## config.mk

```make
export PLATFORM = sky130hd
export DESIGN_NAME = fwd_hazard_unit
export DESIGN_NICKNAME = d
export VERILOG_FILES = /design/src/rtl/pipe_pkg.sv /design/src/rtl/tag_match.sv /design/src/rtl/fwd_hazard_unit.sv
export SDC_FILE = /design/constraint.sdc
export NUM_CORES = 1
export LEC_CHECK = 0
export CORE_ASPECT_RATIO = 0.9
export CORE_UTILIZATION = 30
export DETAILED_ROUTE_END_ITERATION = 6
export PLACE_DENSITY = 0.52
export SKIP_LAST_GASP = 1
export SLEW_MARGIN = 20
export SYNTH_ARGS = -nofsm -noshare
export SYNTH_HDL_FRONTEND = slang
export SYNTH_SLANG_ARGS = --single-unit
```

## constraint.sdc

```tcl
create_clock -name clk -period 3.1 [get_ports clk]
set_input_delay 0.31 -clock clk [delete_from_list [all_inputs] [get_ports clk]]
set_output_delay 0.31 -clock clk [all_outputs]
set_load 0.1 [all_outputs]
```

## src/rtl/pipe_pkg.sv

```systemverilog
// Shared pipeline definitions: operand-select codes, the in-flight tag record
// and the bubble constant used by the forwarding/interlock logic.
package pipe_pkg;

  // Width of the destination field carried in each tag entry.
  localparam int TAG_DST_W = 5;

  // Operand mux select codes for the EX-stage 3:1 multiplexers.
  localparam logic [1:0] FWD_REG   = 2'd0;
  localparam logic [1:0] FWD_EXMEM = 2'd1;
  localparam logic [1:0] FWD_MEMWB = 2'd2;

  // Per-stage record of what an in-flight instruction will write.
  typedef struct packed {
    logic                 wreg;
    logic [TAG_DST_W-1:0] dst;
    logic                 mem_rd;
  } tag_t;

  // An empty slot: writes nothing, so it never matches a source.
  localparam tag_t BUBBLE = '0;

endpackage

```

## src/rtl/tag_match.sv

```systemverilog
// Combinational producer/consumer compare: a tag matches a source register
// when it writes the register file, its destination equals the source, and
// the source is not $0 (hard-wired zero never needs forwarding).
module tag_match
  import pipe_pkg::*;
#(
  parameter int REG_W = 5
) (
  input  tag_t             tag,
  input  logic [REG_W-1:0] src,
  output logic             hit
);

  // The load flag is irrelevant to a plain match; the caller qualifies it.
  logic unused_mem_rd;
  assign unused_mem_rd = tag.mem_rd;

  // Match only real writers of a non-zero register.
  assign hit = tag.wreg && (tag.dst == TAG_DST_W'(src)) && (src != '0);

endmodule

```

## src/rtl/fwd_hazard_unit.sv

```systemverilog
// Forwarding and load-use interlock controller for the 5-stage pipeline.
// Tracks EX/MEM/WB destination tags, registers the EX operand selects and
// raises a combinational stall for IF/ID.
// Build option FWD_HAZARD_FORWARD_EN: when defined, operands are forwarded
// and only load-use stalls; when undefined, the unit is a pure interlock that
// stalls on any EX or MEM producer and keeps both selects at zero.
module fwd_hazard_unit
  import pipe_pkg::*;
#(
  parameter int REG_W = 5,
  parameter int CNT_W = 16
) (
  input  logic             clk,
  input  logic             rst,
  input  logic             id_valid,
  input  logic [REG_W-1:0] id_rs,
  input  logic [REG_W-1:0] id_rt,
  input  logic             id_wreg,
  input  logic [REG_W-1:0] id_wdst,
  input  logic             id_mem_rd,
  input  logic             flush,
  output logic [1:0]       fwd_a,
  output logic [1:0]       fwd_b,
  output logic             stall,
  output logic [CNT_W-1:0] stall_cnt
);

  // Hit vector index: {producer, source}; producer 0 = EX, 1 = MEM,
  // source 0 = rs, 1 = rt.
  localparam int H_EX_RS  = 0;
  localparam int H_EX_RT  = 1;
  localparam int H_MEM_RS = 2;
  localparam int H_MEM_RT = 3;

  tag_t             ex_reg, mem_reg, wb_reg;
  tag_t             ex_next;
  logic [1:0]       fwd_a_reg, fwd_b_reg;
  logic [1:0]       sel_a_next, sel_b_next;
  logic [CNT_W-1:0] stall_cnt_reg;
  logic             hazard;
  logic             ex_bubble;
  logic [3:0]       hit_vec;

  tag_t             prod [2];
  logic [REG_W-1:0] srcs [2];

  assign prod[0] = ex_reg;
  assign prod[1] = mem_reg;
  assign srcs[0] = id_rs;
  assign srcs[1] = id_rt;

  // One comparator per (producer, source) pair: EX x {rs,rt}, MEM x {rs,rt}.
  for (genvar gi = 0; gi < 2; gi++) begin : g_prod
    for (genvar gj = 0; gj < 2; gj++) begin : g_src
      tag_match #(.REG_W(REG_W)) u_match (
        .tag (prod[gi]),
        .src (srcs[gj]),
        .hit (hit_vec[gi*2 + gj])
      );
    end
  end

  // The WB tag is kept for pipeline visibility only: the register file is
  // write-before-read, so a WB producer is never a hazard for ID.
  logic unused_tag_bits;
  assign unused_tag_bits = ^{wb_reg, mem_reg.mem_rd, ex_reg.mem_rd};

  // Hazard detection and next operand selects for the instruction in ID.
  always_comb begin
    hazard     = 1'b0;
    sel_a_next = FWD_REG;
    sel_b_next = FWD_REG;
`ifdef FWD_HAZARD_FORWARD_EN
    // Only a load in EX is too late to forward; the newer EX producer wins.
    hazard = ex_reg.mem_rd & (hit_vec[H_EX_RS] | hit_vec[H_EX_RT]);
    if (hit_vec[H_EX_RS])       sel_a_next = FWD_EXMEM;
    else if (hit_vec[H_MEM_RS]) sel_a_next = FWD_MEMWB;
    if (hit_vec[H_EX_RT])       sel_b_next = FWD_EXMEM;
    else if (hit_vec[H_MEM_RT]) sel_b_next = FWD_MEMWB;
`else
    // Without forwarding, any producer still in EX or MEM must drain first.
    hazard = |hit_vec;
`endif
  end

  // Flush dominates: a squashed instruction never stalls.
  assign stall     = id_valid & hazard & ~flush;
  assign ex_bubble = stall | flush | ~id_valid;

  // Tag entering EX: the ID instruction, or a bubble when it cannot advance.
  always_comb begin
    ex_next = BUBBLE;
    if (!ex_bubble) begin
      ex_next.wreg   = id_wreg;
      ex_next.dst    = TAG_DST_W'(id_wdst);
      ex_next.mem_rd = id_mem_rd;
    end
  end

  // Advance the tag pipeline, register the selects and count stall cycles.
  always_ff @(posedge clk) begin
    if (rst) begin
      ex_reg        <= BUBBLE;
      mem_reg       <= BUBBLE;
      wb_reg        <= BUBBLE;
      fwd_a_reg     <= FWD_REG;
      fwd_b_reg     <= FWD_REG;
      stall_cnt_reg <= '0;
    end else begin
      wb_reg    <= mem_reg;
      mem_reg   <= ex_reg;
      ex_reg    <= ex_next;
      fwd_a_reg <= ex_bubble ? FWD_REG : sel_a_next;
      fwd_b_reg <= ex_bubble ? FWD_REG : sel_b_next;
      if (stall && (stall_cnt_reg != '1)) begin
        stall_cnt_reg <= stall_cnt_reg + 1'b1;
      end
    end
  end

  assign fwd_a     = fwd_a_reg;
  assign fwd_b     = fwd_b_reg;
  assign stall_cnt = stall_cnt_reg;

endmodule

```

=== Word level (Yosys, flattened, before mapping) ===
Cells that the tools add are included.

* $add $sub $neg: 1
* Equality and inequality tests: 5
* Bitwise gates (word level): 6
* Reductions and logical operators: 13

{| class="wikitable"
|+ Operators with widths
! kind !! number
|-
| 5-bit == test || 4
|-
| 16-bit by 1-bit adder with 16-bit output (second input constant) || 1
|-
| 16-bit != test (second input constant) || 1
|-
| 5-bit nonzero test || 2
|-
| 1-bit logical AND || 9
|-
| 4-bit OR reduction || 1
|-
| 1-bit bitwise AND || 2
|-
| 1-bit inverter || 2
|-
| 1-bit OR || 2
|-
| 2-bit OR reduction || 1
|}

* Bits in registers: 28
* Bits of input ports: 21
* Output and inout bits: 21
* Word-level logic and storage cells: 30

=== Longest topological paths before layout ===
* Depth after elaboration: 9
* Mapped depth: 10
* Mapped depth without buffers: 8

=== By module ===
From an unflattened synthesis, not the netlist that was laid out.

* Cell total of the unflattened synthesis: 183
* Area, all modules: 1604.0 um2

{| class="wikitable"
|+ By module, submodules not included
! module !! times used !! cells each !! area an instance (um2) !! sequential area each (um2)
|-
| fwd_hazard_unit || 1 || 143 || 1323.8 || 600.6
|-
| tag_match || 4 || 10 || 70.1 || 0.0
|}

=== Worst setup path after synthesis ===
Ideal clock, no wire load.

* Kind: reg2out
* From: register ex_reg[5] (netlist name)
* To: output stall
* Arrival: 2.445 ns
* Data required time: 2.790 ns
* Slack: 0.345 ns
* Cell stages (with the launch flop): 7
* Path buffers: 0
* Cell sequence: dfxtp_1 -> xnor2_1 -> nand3_1 -> nor4_2 -> o21ai_0 -> and2_1 -> nor2b_1

* Cells in the longest elaborated chain, start to end: 6
* Elaborated cells on any way between the ends: 9
* Those cells by class: eq/ne: 2; bitwise: 2; reduce/logical: 5

{| class="wikitable"
|+ RTL lines
! element !! RTL line !! source
|-
| start, declared || fwd_hazard_unit.sv:35 || <nowiki>tag_t ex_reg, mem_reg, wb_reg;</nowiki>
|-
| start signal, assigned || fwd_hazard_unit.sv:112 || <nowiki>ex_reg <= ex_next;</nowiki>
|-
| 5-bit == test || tag_match.sv:19 || <nowiki>assign hit = tag.wreg && (tag.dst == TAG_DST_W'(src)) && (src != '0);</nowiki>
|-
| 1-bit logical AND (2 in series) || tag_match.sv:19 ||
|-
| 4-bit OR reduction * || fwd_hazard_unit.sv:82 || <nowiki>hazard = |hit_vec;</nowiki>
|-
| 1-bit bitwise AND * (2 in series) || fwd_hazard_unit.sv:87 || <nowiki>assign stall = id_valid & hazard & ~flush;</nowiki>
|-
| end, declared || fwd_hazard_unit.sv:24 || <nowiki>output logic stall,</nowiki>
|}

Mark *: on every way between the ends. The rest lies on a longest branch, timed or not.

=== Final worst setup path ===
* From: input id_rs[1]
* To: register stall_cnt_reg[1], in the netlist stall_cnt[1]

* Cells in the longest elaborated chain, start to end: 7
* Elaborated cells on any way between the ends: 11
* Those cells by class: eq/ne: 2; bitwise: 2; reduce/logical: 7

{| class="wikitable"
|+ RTL lines
! element !! RTL line !! source
|-
| start, declared || fwd_hazard_unit.sv:16 || <nowiki>input logic [REG_W-1:0] id_rs,</nowiki>
|-
| 5-bit == test || tag_match.sv:19 ||
|-
| 1-bit logical AND (2 in series) || tag_match.sv:19 ||
|-
| 4-bit OR reduction * || fwd_hazard_unit.sv:82 ||
|-
| 1-bit bitwise AND * (2 in series) || fwd_hazard_unit.sv:87 ||
|-
| 1-bit logical AND * || fwd_hazard_unit.sv:115 || <nowiki>if (stall && (stall_cnt_reg != '1)) begin</nowiki>
|-
| end signal, assigned || fwd_hazard_unit.sv:116 || <nowiki>stall_cnt_reg <= stall_cnt_reg + 1'b1;</nowiki>
|-
| end, declared || fwd_hazard_unit.sv:39 || <nowiki>logic [CNT_W-1:0] stall_cnt_reg;</nowiki>
|}

Marked as above.
A chain may end at the register's enable or synchronous reset.

==> insert_results.sql <==
INSERT INTO impl_metrics (metric_group, metric, value, unit) VALUES
('outcome', 'result_of_the_run', 'completed', ''),
('clock_network', 'cts_tree', 'done', ''),
('final_layout', 'finish.net_count', '229', ''),
('yosys', 'synth-seq-area-share', '37.87', '%'),
('power_and_ir_drop', 'clk_network_pwr_share', '39.1', '%'),
('floorplanning', 'die_area', '0.005219', 'mm^2'),
('job', 'drv.max_cap_violation_count', '0', ''),
('floorplanning', 'boundary_pins', '42', ''),
('final_layout', 'largest_reg_flops', '16', ''),
('worst_setup_path', 'critical_path_rt', '3.25', 'ns'),
('placed_design', 'place.port_buffers', '36', ''),
('routing', 'drt-vias-per-instance', '4.776', ''),
('power_and_ir_drop', 'p_switching', '0.0001705', 'W'),
('global_route', 'via_count_of_the_first_global_routing_pass', '1190', ''),
('power_and_ir_drop', 'power.share.switching', '22.93', '%'),
('sta', 'max_slew.worst_pin.slew', '0.9707', 'ns'),
('min_path', 'min-delay-path-class', 'flip-flop to flip-flop', ''),
('power_and_ir_drop', 'power.ir.vdd_worst', '256.6', 'uV'),
('clock_network', 'max_buffers_root_to_sink', '2', ''),
('global_route', 'overflow', '0', ''),
('sta', 'setup_viol_count_final', '0', ''),
('yosys', 'yosys_most_used_dff', 'dfxtp_1', ''),
('sta', 'grt_setup_unrepaired', 'no', ''),
('sta', 'finalCritPeriodShare', '85.71', '%'),
('power_and_ir_drop', 'cellInternalPower', '0.0005730', 'W'),
('yosys', 'asyncSetResetFlopFracSynth', '0', '%'),
('yosys', 'ys_ff_latch', '28', ''),
('sta', 'slew_headroom', '35.08', '%'),
('yosys', 'syn-cell-area', '0.001480', 'mm^2'),
('routing', 'detail-route-antenna-nets', '0', ''),
('power_and_ir_drop', 'leakagePower', '0.6763', 'nW'),
('clock_network', 'cts_resized', '0', ''),
('floorplanning', 'core.rowCount', '23', ''),
('global_route', 'antenna_violations_before_repair', '0', ''),
('global_route', 'first_pass_grt_wire_length', '5547', 'um'),
('floorplanning', 'start_util', '32.15', '%'),
('final_layout', 'layout.cells.most_common_list', 'dfxtp_1, clkdlybuf4s50_1, nor2_1', ''),
('power_and_ir_drop', 'combinationalPowerShare', '11.6', '%'),
('clock_network', 'cts_hold_repair.buffers', '0', ''),
('routing', 'post-route-drc-count', '0', ''),
('clock_network', 'cts_buffers', '3', ''),
('final_layout', 'areaGrowthSynthToFinish', '31.36', '%'),
('worst_setup_path', 'arrival', '2.80', 'ns'),
('final_layout', 'layout_commonest_cell', 'dfxtp_1', ''),
('routing', 'sum_of_routed_wire_length_over_all_layers', '3396', 'um'),
('worst_setup_path', 'crit_path_start_kind', 'input port', ''),
('yosys', 'yosysWarningCount', '0', ''),
('routing', 'dr.pass1.iters', '4', ''),
('floorplanning', 'die_x', '76.04', 'um'),
('clock_network', 'post-cts-setup-buffers', '0', ''),
('worst_setup_path', 'critical_path_type', 'input port to flip-flop', ''),
('clock_network', 'path_clk_slew', '0.10', 'ns'),
('sta', 'maxClockFrequency', '376.4', 'MHz'),
('power_and_ir_drop', 'seq_power_share', '49.3', '%'),
('worst_setup_path', 'endpoint_kind', 'flip-flop', ''),
('power_and_ir_drop', 'power_per_cell_area', '382.4', 'mW/mm^2'),
('sta', 'timing_hold_violations_final', '0', ''),
('placed_design', 'place.detailed.hpwl', '2609', 'um'),
('routing', 'initialDrtViolationCount', '59', ''),
('sta', 'finalSetupTns', '0', 'ns'),
('yosys', 'syn_avg_cell_area', '8.758', 'um^2'),
('worst_setup_path', 'crit_fanout', '15', ''),
('placed_design', 'gp_congestion', '0.7546', ''),
('clock_network', 'clock-root-buffer', 'clkbuf_8', ''),
('final_layout', 'antenna_cells', '0', ''),
('floorplanning', 'fp.dieH', '68.64', 'um'),
('sta', 'fin_worst_skew', '0.005850', 'ns'),
('global_route', 'globalRouteTotalUtil', '13.68', '%'),
('power_and_ir_drop', 'power.total', '0.0007435', 'W'),
('yosys', 'synth_cells', '169', ''),
('clock_network', 'clock_insertion_delay_worst_skew', '0.28', 'ns'),
('final_layout', 'drive_gt1_share', '11.65', '%'),
('routing', 'vias', '1280', ''),
('sta', 'timing.final.crit_period', '2.657', 'ns'),
('final_layout', 'fill_cells', '493', ''),
('yosys', 'yosys.cell_types.count', '31', ''),
('floorplanning', 'floorplan_core_area', '0.004604', 'mm^2'),
('global_route', 'largest_net_degree_at_the_start_of_global_routing', '18', ''),
('clock_network', 'cts.sink_count', '28', ''),
('routing', 'wire_per_inst', '12.67', 'um'),
('clock_network', 'ctsHtreeMaxLevel', '1', ''),
('yosys', 'synth_enable_flop_cells', '0', ''),
('sta', 'timing.final.max_slew_violations', '0', '');
[power groups by stage]
stage               Sequential, W  Combinational (W)  Clock, W
finish                   0.000367          0.0000861  0.000291
detailed placement       0.000375          0.0000866         0
global placement         0.000375          0.0000844         0
global route             0.000367          0.0000921  0.000313
CTS                      0.000367          0.0000869  0.000300
floorplan                0.000374          0.0000543         0
[cells in the mapped netlist (all sizes together) (2+ instances only)]
library cell / n / area (um^2)
nor4: 6 / 62.56
xor2: 9 / 78.83
a21oi: 9 / 45.04
nor2: 17 / 63.81
nand3: 12 / 60.06
o21ai: 5 / 25.02
nor3: 2 / 10.01
or3: 3 / 18.77
clkbuf: 3 / 11.26
inv: 9 / 33.78
mux2: 2 / 22.52
o31ai: 5 / 37.54
xnor2: 16 / 140.1
dfxtp: 28 / 560.5
a211oi: 2 / 15.01
nand2: 6 / 22.52
nand4: 3 / 18.77
buf: 6 / 52.55
or4: 7 / 52.55
and2: 2 / 12.51
o2111ai: 2 / 30.03
nor2b: 9 / 56.30
[worst paths after layout]
check        cells past startpoint                         end                  startpoint  slack [ns]
max                              9   stall_cnt[1]$_SDFFE_PP0P_                    id_rs[1]        0.44
min                              2  stall_cnt[14]$_SDFFE_PP0P_  stall_cnt[14]$_SDFFE_PP0P_        0.52
max reg2reg                      8   stall_cnt[1]$_SDFFE_PP0P_   stall_cnt[3]$_SDFFE_PP0P_        0.68
min reg2reg                      2  stall_cnt[14]$_SDFFE_PP0P_  stall_cnt[14]$_SDFFE_PP0P_        0.52
[worst max-delay path, stage by stage]
cell and delay (ns):
clkdlybuf4s50_1 0.47, or4_1 0.53, nor2_1 0.19, nor4_2 0.08, o2111ai_2 0.28, and2_1 0.48, buf_4 0.23, mux2i_1 0.18
nor2_1 0.05
[logic make-up (layout without fill, tap and decap cells)]
group	after synthesis	count (layout)	synth area share, %
compound gates	24	24	10.90
other cells	1	4	0.2533
buf+inv	18	52	6.593
fa+ha+maj	1	1	0.8452
xor+xnor	25	25	14.79
mux	3	3	2.198
flops	28	28	37.87
simple gates	69	69	26.54
[routing by layer]
layer  vias up  GRT usage [%]  part of all wire (%)
met2        31          23.18                    46
met5         -              0                     0
met4         0          5.048                   1.1
met1       595          17.50                    49
li1        652              -                     -
met3         2          2.895                   3.9
[per-stage QoR]
step	instance area (um^2)	setup WS (ns)	util (%)	cells	hold WS, ns
after floorplan	1491	0.3450	-	172	0.4222
after global placement	1873	0.1671	40.68	264	0.4878
after global routing	1944	0.2506	42.23	268	0.5353
final	1944	0.4431	42.23	268	0.5208
after CTS	1944	0.4477	42.23	268	0.5207
after detailed placement	1873	0.1601	40.68	264	0.5038
[area by class of cell]
type	count	area [um^2]	area share, %
clock buffer	3	41.29	2.124
clock inverter	1	30.03	1.544
inverter	9	33.78	1.737
multi-input combinational	126	833.3	42.86
sequential	28	560.5	28.83
tap	62	77.57	3.990
timing repair buffer	39	367.9	18.92
No activity file was read; power rests on OpenSTA's default activity.
